## src/rtl/sipo_deserializer.sv

```systemverilog
// sipo_deserializer
//   Collects WIDTH accepted serial bits into a parallel word. A frame begins
//   with an accepted bit that carries sof; the WIDTH-th accepted bit of the
//   frame completes the word. The word is then offered on a valid/ready port.
//   Two sticky flags are raised:
//     overrun   - a completed word was dropped because the output was still full
//     short_err - sof arrived while a partial word was pending
//
// Ports
//   clk        in   1      clock, all state updates on posedge
//   rst        in   1      asynchronous active-high reset
//   din        in   1      serial data bit
//   din_valid  in   1      din/sof are sampled only when 1
//   sof        in   1      this accepted bit is bit 0 of a new word
//   out_data   out  WIDTH  assembled word, stable while out_valid=1
//   out_valid  out  1      word available
//   out_ready  in   1      consumer accepts (transfer = out_valid & out_ready)
//   overrun    out  1      sticky overrun flag
//   short_err  out  1      sticky short-frame flag
//   clr_flags  in   1      synchronous clear of overrun and short_err
module sipo_deserializer #(
    parameter int WIDTH     = 8,
    parameter bit MSB_FIRST = 1'b1
) (
    input  logic             clk,
    input  logic             rst,
    input  logic             din,
    input  logic             din_valid,
    input  logic             sof,
    output logic [WIDTH-1:0] out_data,
    output logic             out_valid,
    input  logic             out_ready,
    output logic             overrun,
    output logic             short_err,
    input  logic             clr_flags
);

    localparam int CW = $clog2(WIDTH + 1);
    localparam logic [CW-1:0] CNT_ZERO = CW'(0);
    localparam logic [CW-1:0] CNT_ONE  = CW'(1);
    localparam logic [CW-1:0] CNT_LAST = CW'(WIDTH - 1);

    typedef enum logic [0:0] {
        IDLE  = 1'b0,
        SHIFT = 1'b1
    } state_t;

    state_t           state_r, state_s;
    logic [CW-1:0]    cnt_r, cnt_s;
    logic [WIDTH-1:0] shift_r, shift_s;
    logic [WIDTH-1:0] shifted_s;
    logic             done_s;
    logic             short_set_s;
    logic             ovr_set_s;

    logic [WIDTH-1:0] data_r, data_s;
    logic             valid_r, valid_s;
    logic             ovr_r, ovr_s;
    logic             short_r, short_s;

    // Shift register contents after shifting in the current din.
    always_comb begin
        if (MSB_FIRST) begin
            shifted_s = {shift_r[WIDTH-2:0], din};
        end else begin
            shifted_s = {din, shift_r[WIDTH-1:1]};
        end
    end

    // Frame FSM: next state, bit counter and shift register.
    always_comb begin
        state_s     = state_r;
        cnt_s       = cnt_r;
        shift_s     = shift_r;
        done_s      = 1'b0;
        short_set_s = 1'b0;
        if (din_valid) begin
            case (state_r)
                IDLE: begin
                    if (sof) begin
                        shift_s = shifted_s;
                        cnt_s   = CNT_ONE;
                        state_s = SHIFT;
                    end else begin
                        state_s = IDLE;
                    end
                end
                SHIFT: begin
                    if (sof) begin
                        // a partial word is always pending in SHIFT; restart on this bit
                        shift_s     = shifted_s;
                        cnt_s       = CNT_ONE;
                        short_set_s = 1'b1;
                    end else if (cnt_r == CNT_LAST) begin
                        shift_s = shifted_s;
                        cnt_s   = CNT_ZERO;
                        state_s = IDLE;
                        done_s  = 1'b1;
                    end else begin
                        shift_s = shifted_s;
                        cnt_s   = cnt_r + CNT_ONE;
                    end
                end
                default: begin
                    state_s = IDLE;
                    cnt_s   = CNT_ZERO;
                end
            endcase
        end else begin
            state_s = state_r;
        end
    end

    // Output handshake and sticky flags; a set event beats clr_flags.
    always_comb begin
        data_s    = data_r;
        valid_s   = valid_r;
        ovr_set_s = 1'b0;
        if (done_s) begin
            if (!valid_r || out_ready) begin
                // shifted_s already holds the completing bit
                data_s  = shifted_s;
                valid_s = 1'b1;
            end else begin
                ovr_set_s = 1'b1;
            end
        end else if (valid_r && out_ready) begin
            valid_s = 1'b0;
        end else begin
            valid_s = valid_r;
        end

        if (ovr_set_s) begin
            ovr_s = 1'b1;
        end else if (clr_flags) begin
            ovr_s = 1'b0;
        end else begin
            ovr_s = ovr_r;
        end

        if (short_set_s) begin
            short_s = 1'b1;
        end else if (clr_flags) begin
            short_s = 1'b0;
        end else begin
            short_s = short_r;
        end
    end

    // State and output registers with asynchronous reset.
    always_ff @(posedge clk or posedge rst) begin
        if (rst) begin
            state_r <= IDLE;
            cnt_r   <= CNT_ZERO;
            shift_r <= {WIDTH{1'b0}};
            data_r  <= {WIDTH{1'b0}};
            valid_r <= 1'b0;
            ovr_r   <= 1'b0;
            short_r <= 1'b0;
        end else begin
            state_r <= state_s;
            cnt_r   <= cnt_s;
            shift_r <= shift_s;
            data_r  <= data_s;
            valid_r <= valid_s;
            ovr_r   <= ovr_s;
            short_r <= short_s;
        end
    end

    assign out_data  = data_r;
    assign out_valid = valid_r;
    assign overrun   = ovr_r;
    assign short_err = short_r;

endmodule

```

## config.mk

```make
export PLATFORM = sky130hd
export DESIGN_NAME = sipo_deserializer
export DESIGN_NICKNAME = d
export VERILOG_FILES = /design/src/rtl/sipo_deserializer.sv
export SDC_FILE = /design/constraint.sdc
export NUM_CORES = 1
export LEC_CHECK = 0
export ABC_AREA = 1
export CORE_MARGIN = 4
export CORE_UTILIZATION = 54
export DETAILED_ROUTE_END_ITERATION = 6
export HOLD_SLACK_MARGIN = 0.05
export PLACE_DENSITY_LB_ADDON = 0.12
export SYNTH_ARGS = -nofsm -noshare
export SYNTH_HDL_FRONTEND = slang
export SYNTH_SLANG_ARGS = --single-unit
```

## constraint.sdc

```tcl
create_clock -name clk -period 3.7 [get_ports clk]
set_clock_uncertainty 0.15 [all_clocks]
set_input_delay 0.74 -clock clk [delete_from_list [all_inputs] [get_ports clk]]
set_output_delay 0.74 -clock clk [all_outputs]
set_load 0.02 [all_outputs]
```

Word level (Yosys, flattened, before mapping)
Index checks and enable logic that the tools add are counted.
{ "totals": {"register_bits": 23, "latchBits": 0, "ram_bits": 0, "mem_bits_ro": 0, "input_bits": 7, "out_inout_bits": 11, "elab_cells": 45, "n_memories": 0} }
{ "classes": {"add_sub_neg": 1, "mul": 0, "n_div": 0, "order_cmp": 0, "eq_ne": 3, "shifts": 0, "n_mux": 24, "n_bitwise": 1, "n_reduce_logical": 9} }
{ "op_table": {"columns": ["cell", "count"], "rows": [
  ["2-to-1 mux 1 bit", 17],
  ["case mux 7 bit (2 select lines)", 1],
  ["2-to-1 mux 4 bit", 3],
  ["case mux 4 bit (2 select lines)", 1],
  ["2-to-1 mux 7 bit", 1],
  ["AND reduction 2 bit", 3],
  ["nonzero test 2 bit", 3],
  ["adder 4 x 1 -> 4 bit (second input constant)", 1],
  ["equality test 4 x 3 -> 1 bit (second input constant)", 1],
  ["inequality test 2 x 1 -> 1 bit (second input constant)", 1],
  ["inequality test 2 bit (second input constant)", 1],
  ["case mux 1 bit (2 select lines)", 1],
  ["logical AND 1 bit", 1],
  ["zero test 1 bit", 1],
  ["logical OR 1 bit", 1],
  ["inverter 1 bit", 1]
]} }

Longest topological paths before layout
Gate-level depths: netlist of the first run.
{ "depth": {"ltp_word": 7, "ltp_mapped": 7} }

Worst setup path before layout of the first run
OpenSTA, ideal clock, no wires.
{ "synth_path": {"path_kind": "input to register", "startpoint": "input din_valid", "endpoint": "register cnt_r[3]", "setup_ns": 0.117, "t_arrival_ns": 1.202, "t_required_ns": 3.433, "slack_ns": 2.231, "path_stages": 5, "cell_sequence": "nand2_1 nand2_1 inv_2 nand2_1 nand2_1"} }
{ "synth_between": {"elab_chain_len": 1} }
{ "synth_lines": {"columns": ["element", "line", "source"], "rows": [
  ["start, declared", "28", "input logic din_valid,"],
  ["AND reduction 2 bit (no source line)", null, null],
  ["end signal, assigned", "162", "cnt_r <= cnt_s;"],
  ["end, declared", "49", "logic [CW-1:0] cnt_r, cnt_s;"]
]} }
Every way passes these cells.
A chain may end at the register's enable or synchronous reset.

Final worst setup path of the first run
{ "layout_path": {"startpoint": "register data_r[3] (netlist: out_data[3])", "endpoint": "output out_data[3]"} }
{ "layout_rtl": {"columns": ["element", "line", "source"], "rows": [
  ["start, declared", "56", "logic [WIDTH-1:0] data_r, data_s;"],
  ["start signal, assigned", "156", "data_r <= {WIDTH{1'b0}};"],
  ["start signal, assigned", "164", "data_r <= data_s;"],
  ["end, declared", "30", "output logic [WIDTH-1:0] out_data,"]
]} }
No word-level cell between the ends.

==> qor.yml, run 1 <==
placement:
  io_buffer_count: 17
  dp_hpwl_um: 1390
  place_congestion: 0.817
  dp_cells: 152
  dpl_worst_slack_ns: 1.22
clock_network:
  ctsRootBufferMaster: "clkbuf_4"
  cts.clk_slew.worst_paths_ns: 0.12
  clock_sinks: 23
  cts_hold_buf: 0
  clk_latency_ns: 0.31
  ctsLongestPathBuffers: 2
  cts_setup_buffers: 0
  cts_tree: "done"
  cts_buffers: 3
  ctsResizeCount: 0
  h-tree-depth: 1
power:
  vdd_drop_max_mv: 0.288
  power.density_nw_per_um2: 470
  p_leak_nw: 0.623
die:
  fp.dieH_um: 51.0
  die_area_sq_um: 2600
  initial_core_util_pct: 57.1
  rows: 15
  fp.dieW_um: 51.0
  io-pin-count: 18
  fp.coreArea_sq_um: 1750
critical_path:
  slowest_delay_ns: 0.61
  r2r_cells: 6
  crit_chain: "clkdlybuf4s50_1"
  startpoint_type: "register"
  r2r_start: "cnt_r[0]"
  startpoint: "out_data[3]"
  crit_arrival_ns: 1.30
  worstPathMaxFanout: 2
  end_kind: "output port"
  rrSetupSlack_ns: 1.94
  cp.required_ns: 2.81
  crit_buf_inv: 1
  cp_top_family: "buffers and inverters"
  critPathKind: "register to output port"
  crit_slowest_cell: "clkdlybuf4s50_1"
  path_depth: 1
yosys:
  synth_common_cells: "52 x nand2_1, 23 x dfrtp_1, 9 x nand4_1"
  synth_top_area_share_pct: 57.7
  yosysWarnings: 0
  synth_top_area_cell: "dfrtp_1"
  synthArstFlopShare_pct: 100
  ys_top_cells_by_area: "dfrtp_1 58%, nand2_1 20%, nand4_1 5.6%"
  synth_cells: 113
  syn_area_sq_um: 997
  synth_fp_nets: 121
  yosysUniqueCellTypes: 18
  yosysSeqAreaShare_pct: 57.7
  synth_ff_type: "dfrtp_1"
  synth-seq-cells: 23
  yosysMostFrequentCell: "nand2_1"
  synth_edf_count: 0
  avgSynthCellArea_sq_um: 8.82
drt:
  dr.pass1.iters: 4
  wl_per_cell_um: 12.0
  route.vias.total: 792
  routed_wl_um: 1880
  drc_errors: 0
  antenna_left: 0
  vias_per_cell: 5.08
  dr.first_iter.drc_count: 14
global_route:
  gr-usage-all-layers_pct: 16.9
  antenna_found_initial: 0
  grt_pass1_wl_um: 3290
  grt_remaining_overflow: 0
  grt_pass1_vias: 726
  grt_max_degree: 24
timing:
  whs_ns: 0.342
  finalCritPeriodShare_pct: 59.1
  finalWorstSetupSlack_ns: 1.51
  maxSlewViolCount: 0
  setup-tns-final_ns: 0
  setup-violations-final: 0
  rsz0062_at_grt: "false"
  slew_headroom_pct: 43.9
  fmax_mhz: 457
  min_period_ns: 2.19
  finalHoldViolCount: 0
  tightest_slew_ns: 0.841
final_layout:
  layout-drive-gt1-share_pct: 7.63
  diodes: 0
  nNetsFinal: 140
  final-instance-count-excl-fill: 156
  area_delta_synth_final_pct: 20.5
  nFillCells: 140
hold_path:
  whs_path_depth: 2
  min_from: "out_data[6]"
  hp-class: "register to register"
status:
  status: "completed"
run:
  cap_violations: 0
metrics by stage:
step / power, mW / utilization [%] / area [sq um]
2_1_floorplan: 0.397 / - / 997
3_3_place_gp: 0.450 / 67.3 / 1170
3_5_place_dp: 0.455 / 67.3 / 1170
4_1_cts: 0.572 / 68.8 / 1200
5_1_grt: 0.600 / 68.8 / 1200
6_report: 0.565 / 68.8 / 1200
worst paths after layout:
check,to
max in group asynchronous,out_data[4]
worst max-delay path,out_data[3]
min in group asynchronous,short_err
worst min register to register,out_data[6]
worst max register to register,out_data[4]
worst min-delay path,out_data[6]
metal layers:
layer	global-route usage (%)	up-vias	wire length, um
li1	-	398	-
met1	23.9	366	928
met2	25.1	23	817
met3	3.79	5	94
met4	6.73	0	38
met5	0	-	0
registers in the layout (all words and copies together) (netlist names):
name       count
state_r        1
out_data       8
shift_r        7
short_err      1
cnt_r          4
overrun        1
out_valid      1
report_power, final:
| part | internal (mW) | total, mW | switching, mW | leakage (nW) |
|---|---|---|---|---|
| clock network | 0.0421 | 0.116 | 0.0736 | 0.0150 |
| registers | 0.291 | 0.324 | 0.0324 | 0.301 |
| logic | 0.0557 | 0.126 | 0.0699 | 0.308 |
| total | 0.389 | 0.565 | 0.176 | 0.623 |
cell type report:
cell class / instances / area (sq um) / share of cell area (%)
clock buffers: 4 / 26.3 / 2.19
flip-flops and latches: 23 / 576 / 47.9
multi-input cells: 79 / 368 / 30.6
inverters: 8 / 30.0 / 2.50
well taps: 25 / 31.3 / 2.60
repair buffers: 17 / 170 / 14.2
layout by cell type, fill, tap and decap left out:
cell type and instances:
xor2_1 1, nand4_1 9, clkbuf_1 1, nand2_1 52
clkdlybuf4s50_1 17, nand2_2 2, nand3_1 5, inv_2 1
clkbuf_4 3, nand3_2 1, o21ai_0 1, o22ai_1 1
nor2_1 3, inv_1 7, dfrtp_1 23, ha_1 1
nor2_2 2, o22ai_2 1
logic make-up (layout without fill, tap and decap cells):
family / Yosys count / count (layout) / share of synthesized area [%]
AOI/OAI and AO/OA: 3 / 3 / 2.38
adders and majority gates: 1 / 1 / 1.25
DFF: 23 / 23 / 57.7
buffers and inverters: 11 / 29 / 5.40
and+or+nand+nor: 74 / 74 / 32.4
xor gates and xnor gates: 1 / 1 / 0.878
(Power assumes the default switching activity.)
==> run 2: changes to the inputs <==
CORE_UTILIZATION = 45   (was 54)
clock period = 1.9 ns   (was 3.7 ns; I/O delays follow)
==> qor.yml, run 2 (synthesis gave the netlist of run 1 again) <==
final_layout:
  largest_register_ffs: 8
  layout_commonest_cell: "nand2_1"
  nNetsFinal: 144
  layout-drive-gt1-share_pct: 11.1
  mostFrequentLayoutCells: "52 x nand2_1, 23 x dfrtp_1, 17 x clkdlybuf4s50_1"
  area_delta_synth_final_pct: 23.8
  diodes: 0
  final-instance-count-excl-fill: 162
die:
  fp.coreArea_sq_um: 2040
  io-pin-count: 18
  rows: 16
  die_area_sq_um: 3030
  fp.dieW_um: 55.1
  initial_core_util_pct: 48.8
  fp.dieH_um: 55.1
critical_path:
  critPathKind: "register to output port"
  cp_top_family: "buffers and inverters"
  r2r_start: "cnt_r[0]"
  crit_slowest_cell: "clkdlybuf4s50_1"
  end_kind: "output port"
  cp.required_ns: 1.37
  startpoint_type: "register"
  r2r-end: "out_data[5]"
  crit_arrival_ns: 1.29
  slowest_delay_ns: 0.60
  crit_buf_inv: 1
  crit_chain: "clkdlybuf4s50_1"
  r2r_cells: 6
  rrSetupSlack_ns: 0.41
  worstPathMaxFanout: 2
timing:
  rsz0062_at_grt: "false"
  finalWorstSetupSlack_ns: 0.0795
  slew_headroom_pct: 80.9
  whs_ns: 0.244
  finalCritPeriodShare_pct: 95.8
  tightest_slew_ns: 0.287
  finalHoldViolCount: 0
  setup-tns-final_ns: 0
  fmax_mhz: 549
  min_period_ns: 1.82
  setup-violations-final: 0
  maxSlewViolCount: 0
clock_network:
  cts_hold_buf: 0
  h-tree-depth: 1
  cts_tree: "done"
  ctsLongestPathBuffers: 2
  ctsRootBufferMaster: "clkbuf_4"
  clk_latency_ns: 0.31
  cts_buffers: 3
  ctsResizeCount: 0
  clock_sinks: 23
  cts.clk_slew.worst_paths_ns: 0.13
  cts_setup_buffers: 0
drt:
  wl_per_cell_um: 11.6
  route.vias.total: 785
  drc_errors: 0
  vias_per_cell: 4.85
  routed_wl_um: 1880
  dr.first_iter.drc_count: 15
  dr.pass1.iters: 4
  antenna_left: 0
power:
  finalPower_mw: 1.11
  vdd_drop_max_mv: 0.491
  p_leak_nw: 0.645
  power.density_nw_per_um2: 896
global_route:
  grt_remaining_overflow: 0
  grt_pass1_vias: 741
  grt_pass1_wl_um: 3040
  grt_max_degree: 24
  gr-usage-all-layers_pct: 14.2
  antenna_found_initial: 0
placement:
  dp_hpwl_um: 1420
  io_buffer_count: 17
  dpl_worst_slack_ns: 0.0693
  place_congestion: 0.824
  dp_cells: 158
status:
  status: "completed"
run:
  cap_violations: 0
hold_path:
  hp-class: "input pin to async pin"
run 2: cell types whose count changed in the layout (fill, tap and decap cells not counted):
cell	previous run	this run
clkinv_2	0	1
buf_4	0	4
clkbuf_1	1	0
run 2: area by class of cell:
| type | count | area [sq um] |
|---|---|---|
| timing repair buffer | 21 | 200 |
| multi-input combinational | 79 | 368 |
| sequential | 23 | 576 |
| clock inverter | 1 | 5.00 |
| tap | 27 | 33.8 |
| inverter | 8 | 30.0 |
| fill | 200 | 807 |
| clock buffer | 3 | 22.5 |
run 2: through the flow:
step	area [sq um]	utilization (%)
floorplan	997	-
global placement	1210	59.1
detailed placement	1210	59.1
CTS	1230	60.5
global route	1230	60.5
finish	1230	60.5
run 2: worst max-delay path by stage:
stage	cells after the start	slack (ns)	startpoint	endpoint
after global routing	1	0.02	short_err	short_err
after detailed placement	6	0.07	din_valid	cnt_r[3]
final	1	0.08	out_data[1]	out_data[1]
after CTS	1	0.07	out_data[1]	out_data[1]
after floorplan	7	0.59	cnt_r[0]	state_r
after global placement	6	0.12	din_valid	cnt_r[3]
run 2: per-layer routing:
layer / track usage [%] / vias up / share of wire [%]
li1: - / 409 / -
met1: 17.6 / 357 / 48
met2: 23.4 / 17 / 46
met3: 4.02 / 2 / 5.4
met4: 5.26 / 0 / 1.1
met5: 0 / - / 0
run 2: where the power goes:
part,leakage [nW],total [mW],switching (mW),internal (mW)
Clock,0.0177,0.227,0.148,0.0785
Sequential,0.301,0.628,0.0610,0.567
Combinational,0.327,0.251,0.138,0.114
==> run 3: changes to the inputs <==
CORE_MARGIN = unset   (was 4)
==> qor.yml, run 3 (synthesis gave the netlist of run 1 again) <==
power:
  power.density_nw_per_um2: 885
  p_leak_nw: 0.650
  vdd_drop_max_mv: 0.467
clock_network:
  clock_sinks: 23
  clk_latency_ns: 0.30
  cts_buffers: 3
  ctsRootBufferMaster: "clkbuf_4"
  h-tree-depth: 1
  cts_tree: "done"
  cts_setup_buffers: 0
  ctsResizeCount: 0
  cts_hold_buf: 0
  ctsLongestPathBuffers: 2
  cts.clk_slew.worst_paths_ns: 0.13
final_layout:
  final-instance-count-excl-fill: 163
  mostFrequentLayoutCells: "52 x nand2_1, 23 x dfrtp_1, 17 x clkdlybuf4s50_1"
  diodes: 0
  largest_register_ffs: 8
  final_core_util_pct: 61.4
  seq_area_sq_um: 576
  multi_input_area_sq_um: 368
  nFillCells: 172
  layout-drive-gt1-share_pct: 11.8
  layout_commonest_cell: "nand2_1"
  area_delta_synth_final_pct: 24.6
  nNetsFinal: 145
global_route:
  gr-usage-all-layers_pct: 16.1
  grt_pass1_vias: 685
  antenna_found_initial: 0
  grt_remaining_overflow: 0
  grt_max_degree: 24
  grt_pass1_wl_um: 3030
placement:
  dp_cells: 159
  io_buffer_count: 17
  dpl_worst_slack_ns: 0.126
  place_congestion: 0.766
  dp_hpwl_um: 1330
critical_path:
  crit_arrival_ns: 1.28
  worstPathMaxFanout: 2
  crit_slowest_cell: "clkdlybuf4s50_1"
  crit_chain: "clkdlybuf4s50_1"
  end_kind: "output port"
  cp.required_ns: 1.37
  slowest_delay_ns: 0.61
  crit_buf_inv: 1
  startpoint_type: "register"
  cp_top_family: "buffers and inverters"
  critPathKind: "register to output port"
die:
  fp.dieH_um: 49.1
  die_area_sq_um: 2410
  fp.dieW_um: 49.1
  initial_core_util_pct: 49.3
  io-pin-count: 18
  fp.coreArea_sq_um: 2020
  rows: 16
drt:
  dr.first_iter.drc_count: 12
  vias_per_cell: 4.88
  antenna_left: 0
  routed_wl_um: 1760
  drc_errors: 0
  wl_per_cell_um: 10.8
  dr.pass1.iters: 4
  route.vias.total: 796
timing:
  maxSlewViolCount: 0
  whs_ns: 0.246
  slew_headroom_pct: 80.7
  finalHoldViolCount: 0
  rsz0062_at_grt: "false"
  finalCritPeriodShare_pct: 95.5
  setup-tns-final_ns: 0
  fmax_mhz: 551
  finalWorstSetupSlack_ns: 0.0864
  setup-violations-final: 0
  min_period_ns: 1.81
  tightest_slew_ns: 0.290
run:
  cap_violations: 0
status:
  status: "completed"
hold_path:
  hp-class: "input pin to async pin"
run 3: path summary, 6_finish.rpt:
check | startpoint | end | slack [ns] | depth (start not counted)
hold reg to reg | out_data[3] | out_data[3] | 0.34 | 2
hold / removal | rst | overrun | 0.25 | 3
setup reg to reg | cnt_r[0] | out_data[1] | 0.41 | 6
min in group clk | out_data[3] | out_data[3] | 0.34 | 2
max in group asynchronous | rst | shift_r[4] | 1.13 | 3
setup / recovery | overrun | overrun | 0.09 | 1
run 3: metal layers:
metal,vias to the layer above,share of wire (%),GRT usage [%]
li1,410,-,-
met1,363,48,23.0
met2,21,47,25.1
met3,2,4.6,1.87
met4,0,0.57,5.88
met5,-,0,0
run 3: report_power, final:
| part | switching [mW] | internal [mW] |
|---|---|---|
| logic | 0.134 | 0.116 |
| registers | 0.0590 | 0.567 |
| clock network | 0.145 | 0.0785 |
| total | 0.338 | 0.761 |
run 3: stage by stage:
stage                     power [mW]  area [sq um]
after global routing            1.17          1240
after CTS                       1.11          1240
after floorplan                0.773           997
after global placement         0.882          1210
final                           1.10          1240
after detailed placement       0.889          1210
run 3: cell type report:
cell class | count | area share, %
sequential | 23 | 46.3
multi-input combinational | 79 | 29.6
timing repair buffer | 22 | 16.7
tap | 27 | 2.72
inverter | 8 | 2.42
clock buffer | 3 | 1.81
clock inverter | 1 | 0.403
run 3: worst reg2reg max path: stages, from the launching register on:
cell and delay [ns]:
dfrtp_1 0.44, ha_1 0.19, nand2_1 0.08, nor2_2 0.18, nand3_2 0.19, nand2_1 0.11, nand2_1 0.05
==> RTL change 1: new RTL, config.mk and constraints of run 2 <==
`MSB_FIRST`: 1'b1 -> 1'b0.
--- a/src/rtl/sipo_deserializer.sv
+++ b/src/rtl/sipo_deserializer.sv
@@ -21,5 +21,5 @@
 module sipo_deserializer #(
     parameter int WIDTH     = 8,
-    parameter bit MSB_FIRST = 1'b1
+    parameter bit MSB_FIRST = 1'b0
 ) (
     input  logic             clk,
Behaviour: not the same (Yosys sat finds a counterexample within 10 cycles, from zero or initial values and one cycle with rst high).
==> RTL change 1 against run 2 <==
  * Setup slack better by 14 ps
  * Total power is 0.67% lower
  * Via count is 2.5% lower
  * Largest power group unchanged
  * Register-to-register slack better by 20 ps
  * Largest cell class unchanged
  * Count of clock-buffer cells in the layout is 1 higher
  * Design area is 0.61% higher
  * Non-clock buffer count is 1 higher
  * Clock power is 4% lower
  * Fmax is 0.76% higher
  * Area after synthesis stayed put
  * Global-route usage is 0.74 points higher
  * Wire length is 7.4% lower
  * Sequential cell count stayed put
  * Hold slack better by 11 ps
==> RTL change 1: results (changes against run 2) <==
[finish]
clockBufferCount=4  ; was 3
final_core_utilization_pct=60.8  ; was 60.5%
area_share_clock_buf_inv_pct=2.11  ; was 2.23%
layout_cells_sized_above_1_pct=11.3  ; was 11.1%
num-multi-input-gates=73  ; was 79
layout.filler_cells=194  ; was 200

[detailed_routing]
drtPass1Iterations=6  ; was 4
routed_wl_mm=1.74  ; was 1.88 mm
drt-wirelength-per-cell_um=10.9  ; was 11.6 um
routed_length_on_met2_um=738  ; was 857 um
m1WireLength_um=867  ; was 896 um
dr_wl_met3_um=120  ; was 102 um
vias_per_cell=4.78  ; was 4.85

[setup_path]
critPathCapture=short_err  ; was out_data[1]
ff2ff_setup_slack_ps=430  ; was 410 ps

[placement]
dpl-instance-area_um2=1220  ; was 1210 um^2
gp_congestion=0.786  ; was 0.824
dpl.hpwl_mm=1.34  ; was 1.42 mm

[synthesis]
netlist_instances=110  ; was 113
netlist_top_cells_count=sky130_fd_sc_hd__nand2_1, sky130_fd_sc_hd__dfrtp_1, sky130_fd_sc_hd__inv_1, sky130_fd_sc_hd__nand4_1, sky130_fd_sc_hd__o21ai_0  ; was sky130_fd_sc_hd__nand2_1, sky130_fd_sc_hd__dfrtp_1, sky130_fd_sc_hd__nand4_1, sky130_fd_sc_hd__inv_1, sky130_fd_sc_hd__nand3_1
netlist-cell-type-count=19  ; was 18
net_count_after_synthesis=118  ; was 121
synth.area.top_cells=sky130_fd_sc_hd__dfrtp_1, sky130_fd_sc_hd__nand2_1, sky130_fd_sc_hd__nand4_1  ; unchanged

[power_and_ir_drop]
max-vdd-ir-drop_uv=408  ; was 491 uV

[sta]
slew-limit-headroom_pct=81.0  ; was 80.9%

[global_routing]
first_global_vias=707  ; was 741

[run_status]
outcome=completed  ; unchanged

==> RTL change 1: cell types whose count changed after synthesis <==
cell,run 2,this run
sky130_fd_sc_hd__buf_2,1,0
sky130_fd_sc_hd__clkbuf_1,0,1
sky130_fd_sc_hd__inv_1,7,10
sky130_fd_sc_hd__nand2_1,52,40
sky130_fd_sc_hd__nor2_2,2,1
sky130_fd_sc_hd__nor2_4,0,1
sky130_fd_sc_hd__o21ai_0,1,7
==> RTL change 1: routing by layer <==
| layer | track usage (%) | vias to the layer above |
|---|---|---|
| met3 | 4.02 | 2 |
| met2 | 21.9 | 19 |
| met1 | 20.3 | 341 |
| met5 | 0 | - |
| met4 | 7.29 | 0 |
| li1 | - | 403 |
==> RTL change 1: through the flow <==
stage,setup WS (ps),hold slack [ps]
2_1_floorplan,580,232
3_3_place_gp,127,307
3_5_place_dp,91.5,308
4_1_cts,70.9,259
5_1_grt,17.5,260
6_report,93.3,256
==> RTL change 1: worst min-delay path: cells and delay by family <==
family | cells | cell delay (ps)
buffers and inverters | 3 | 730
==> RTL change 1: kinds of logic (layout without fill, tap and decap cells) <==
family,after synthesis,in the layout,share of synthesized area [%]
compound gates,9,9,5.40
xor+xnor,1,1,0.878
fa+ha+maj,1,1,1.25
buf+inv,14,37,6.40
flops,23,23,57.7
simple gates,62,62,28.4
==> RTL change 1: power breakdown <==
part / switching, mW / leakage [nW] / internal [mW] / total [mW]
Clock: 0.135 / 0.0150 / 0.0818 / 0.217
Combinational: 0.139 / 0.308 / 0.117 / 0.256
Sequential: 0.0573 / 0.300 / 0.569 / 0.626
==> RTL change 2: new RTL, config.mk and constraints of run 2 <==
Without the edit above. Compare `cnt_r` against `CNT_LAST` with >= in place of ==.
--- a/src/rtl/sipo_deserializer.sv
+++ b/src/rtl/sipo_deserializer.sv
@@ -92,5 +92,5 @@
                         cnt_s       = CNT_ONE;
                         short_set_s = 1'b1;
-                    end else if (cnt_r == CNT_LAST) begin
+                    end else if (cnt_r >= CNT_LAST) begin
                         shift_s = shifted_s;
                         cnt_s   = CNT_ZERO;
Check against the original RTL: no difference found for any inputs over 10 cycles, from zero or initial values and one cycle with rst high; that may be too few to reach the edited logic, so the function may still have changed.
==> RTL change 2 against run 2 <==
  * Fmax fell by 0.14%
  * Setup slack worse by 2.6 ps
  * Area after synthesis rose by 3.9%
  * Design area is 2.9% higher
  * Global-route usage grew 0.067 points
  * Sequential cell count is the same
  * Utilization is 3.0 points lower
  * Wire length grew 5.5%
  * Largest cell class unchanged
Power is not compared: it rests on default switching activity, and its combinational part moved more than twofold at a synthesized area within 25%.
==> RTL change 2: results (changes against run 2) <==
[finish]
layout.non_clock_inverters=14  ; was 8
fraction_of_area_in_non_clock_buffers_pct=15.7  ; was 16.2%
num-nets-final=143  ; was 144
layout_cells_sized_above_1_pct=16.4  ; was 11.1%
area_share_clock_buf_inv_pct=2.17  ; was 2.23%
buffers=21  ; unchanged
seq_area_share_pct=45.3  ; was 46.6%
num-multi-input-gates=72  ; was 79
layout.filler_cells=212  ; was 200

[synthesis]
synth-adder-area-share_pct=1.21  ; was 1.25%
synth_xor_area_share_pct=0  ; was 0.878%
netlist-cell-type-count=20  ; was 18
sequential_share_of_the_synthesized_area_pct=55.6  ; was 57.7%
synth_compound_gate_area_share_pct=5.68  ; was 2.38%
synth.area.top_cells=sky130_fd_sc_hd__dfrtp_1, sky130_fd_sc_hd__nand2_1, sky130_fd_sc_hd__nand4_1  ; unchanged
netlist_top_cells_count=sky130_fd_sc_hd__nand2_1, sky130_fd_sc_hd__dfrtp_1, sky130_fd_sc_hd__inv_1, sky130_fd_sc_hd__nand4_1, sky130_fd_sc_hd__nand2_2  ; was sky130_fd_sc_hd__nand2_1, sky130_fd_sc_hd__dfrtp_1, sky130_fd_sc_hd__nand4_1, sky130_fd_sc_hd__inv_1, sky130_fd_sc_hd__nand3_1
net_count_after_synthesis=120  ; was 121

[detailed_routing]
routed-via-count=779  ; was 785
m1WireLength_mm=1.02  ; was 896 um
routed_wl_mm=1.98  ; was 1.88 mm
dr_wl_met3_um=77  ; was 102 um

[global_routing]
grt_use_met2_pct=22.0  ; was 23.4%
grt_first_pass_wirelength_mm=3.62  ; was 3.04 mm
grt_use_met1_pct=19.9  ; was 17.6%
first_global_vias=815  ; was 741
grt_usage_pct=14.3  ; was 14.2%

[setup_path]
worstPathBufferInverterCount=1  ; unchanged
worst_r2r_startpoint=cnt_r[0]  ; unchanged
critPathLaunch=out_data[4]  ; was out_data[1]

[placement]
dpl.hpwl_mm=1.45  ; was 1.42 mm

[sta]
slew-limit-headroom_pct=80.0  ; was 80.9%

[clocking]
clk_path_buf_depth=2  ; unchanged

[run_status]
outcome=completed  ; unchanged

## RTL change 2: cell count changes in the layout (fill, tap and decap cells not counted), moves of 2 or more
cell	before	now
sky130_fd_sc_hd__o21ai_1	0	2
sky130_fd_sc_hd__nor2_1	3	0
sky130_fd_sc_hd__nand2_2	2	6
sky130_fd_sc_hd__inv_1	7	12
sky130_fd_sc_hd__nand3_1	5	1
sky130_fd_sc_hd__nand2_1	52	42
## RTL change 2: kinds of logic after synthesis
kind of cell,Yosys count
AOI/OAI and AO/OA,8
adders and majority gates,1
buffers and inverters,17
DFF,23
and+or+nand+nor,63
## RTL change 2: per-stage QoR
| stage | instance area, um^2 | std cells | hold slack, ps | util (%) | setup WS (ps) |
|---|---|---|---|---|---|
| after CTS | 1270 | 162 | 269 | 57.5 | 66.9 |
| after detailed placement | 1240 | 158 | 317 | 56.2 | 181 |
| final | 1270 | 162 | 251 | 57.5 | 76.9 |
| after floorplan | 1040 | 112 | 232 | - | 642 |
| after global routing | 1270 | 162 | 304 | 57.5 | 17.6 |
| after global placement | 1240 | 158 | 318 | 56.2 | 186 |
## RTL change 2: worst paths after layout
path | to | slack, ps | cells after the start
worst min-delay path | overrun | 250 | 3
max in group asynchronous | shift_r[3] | 1110 | 3
worst max register to register | cnt_r[1] | 500 | 6
worst min register to register | out_data[5] | 350 | 2
worst max-delay path | out_data[4] | 80 | 1
min in group clk | out_data[5] | 350 | 2
## RTL change 2: where the power goes
part | total (mW) | switching (mW) | internal, mW
logic | 0.537 | 0.301 | 0.236
registers | 0.716 | 0.0878 | 0.629
clock network | 0.232 | 0.153 | 0.0786
## RTL change 2: worst min-delay path, stage by stage
cell,delay [ps]
sky130_fd_sc_hd__clkdlybuf4s50_1,400
sky130_fd_sc_hd__inv_1,50
sky130_fd_sc_hd__buf_4,290
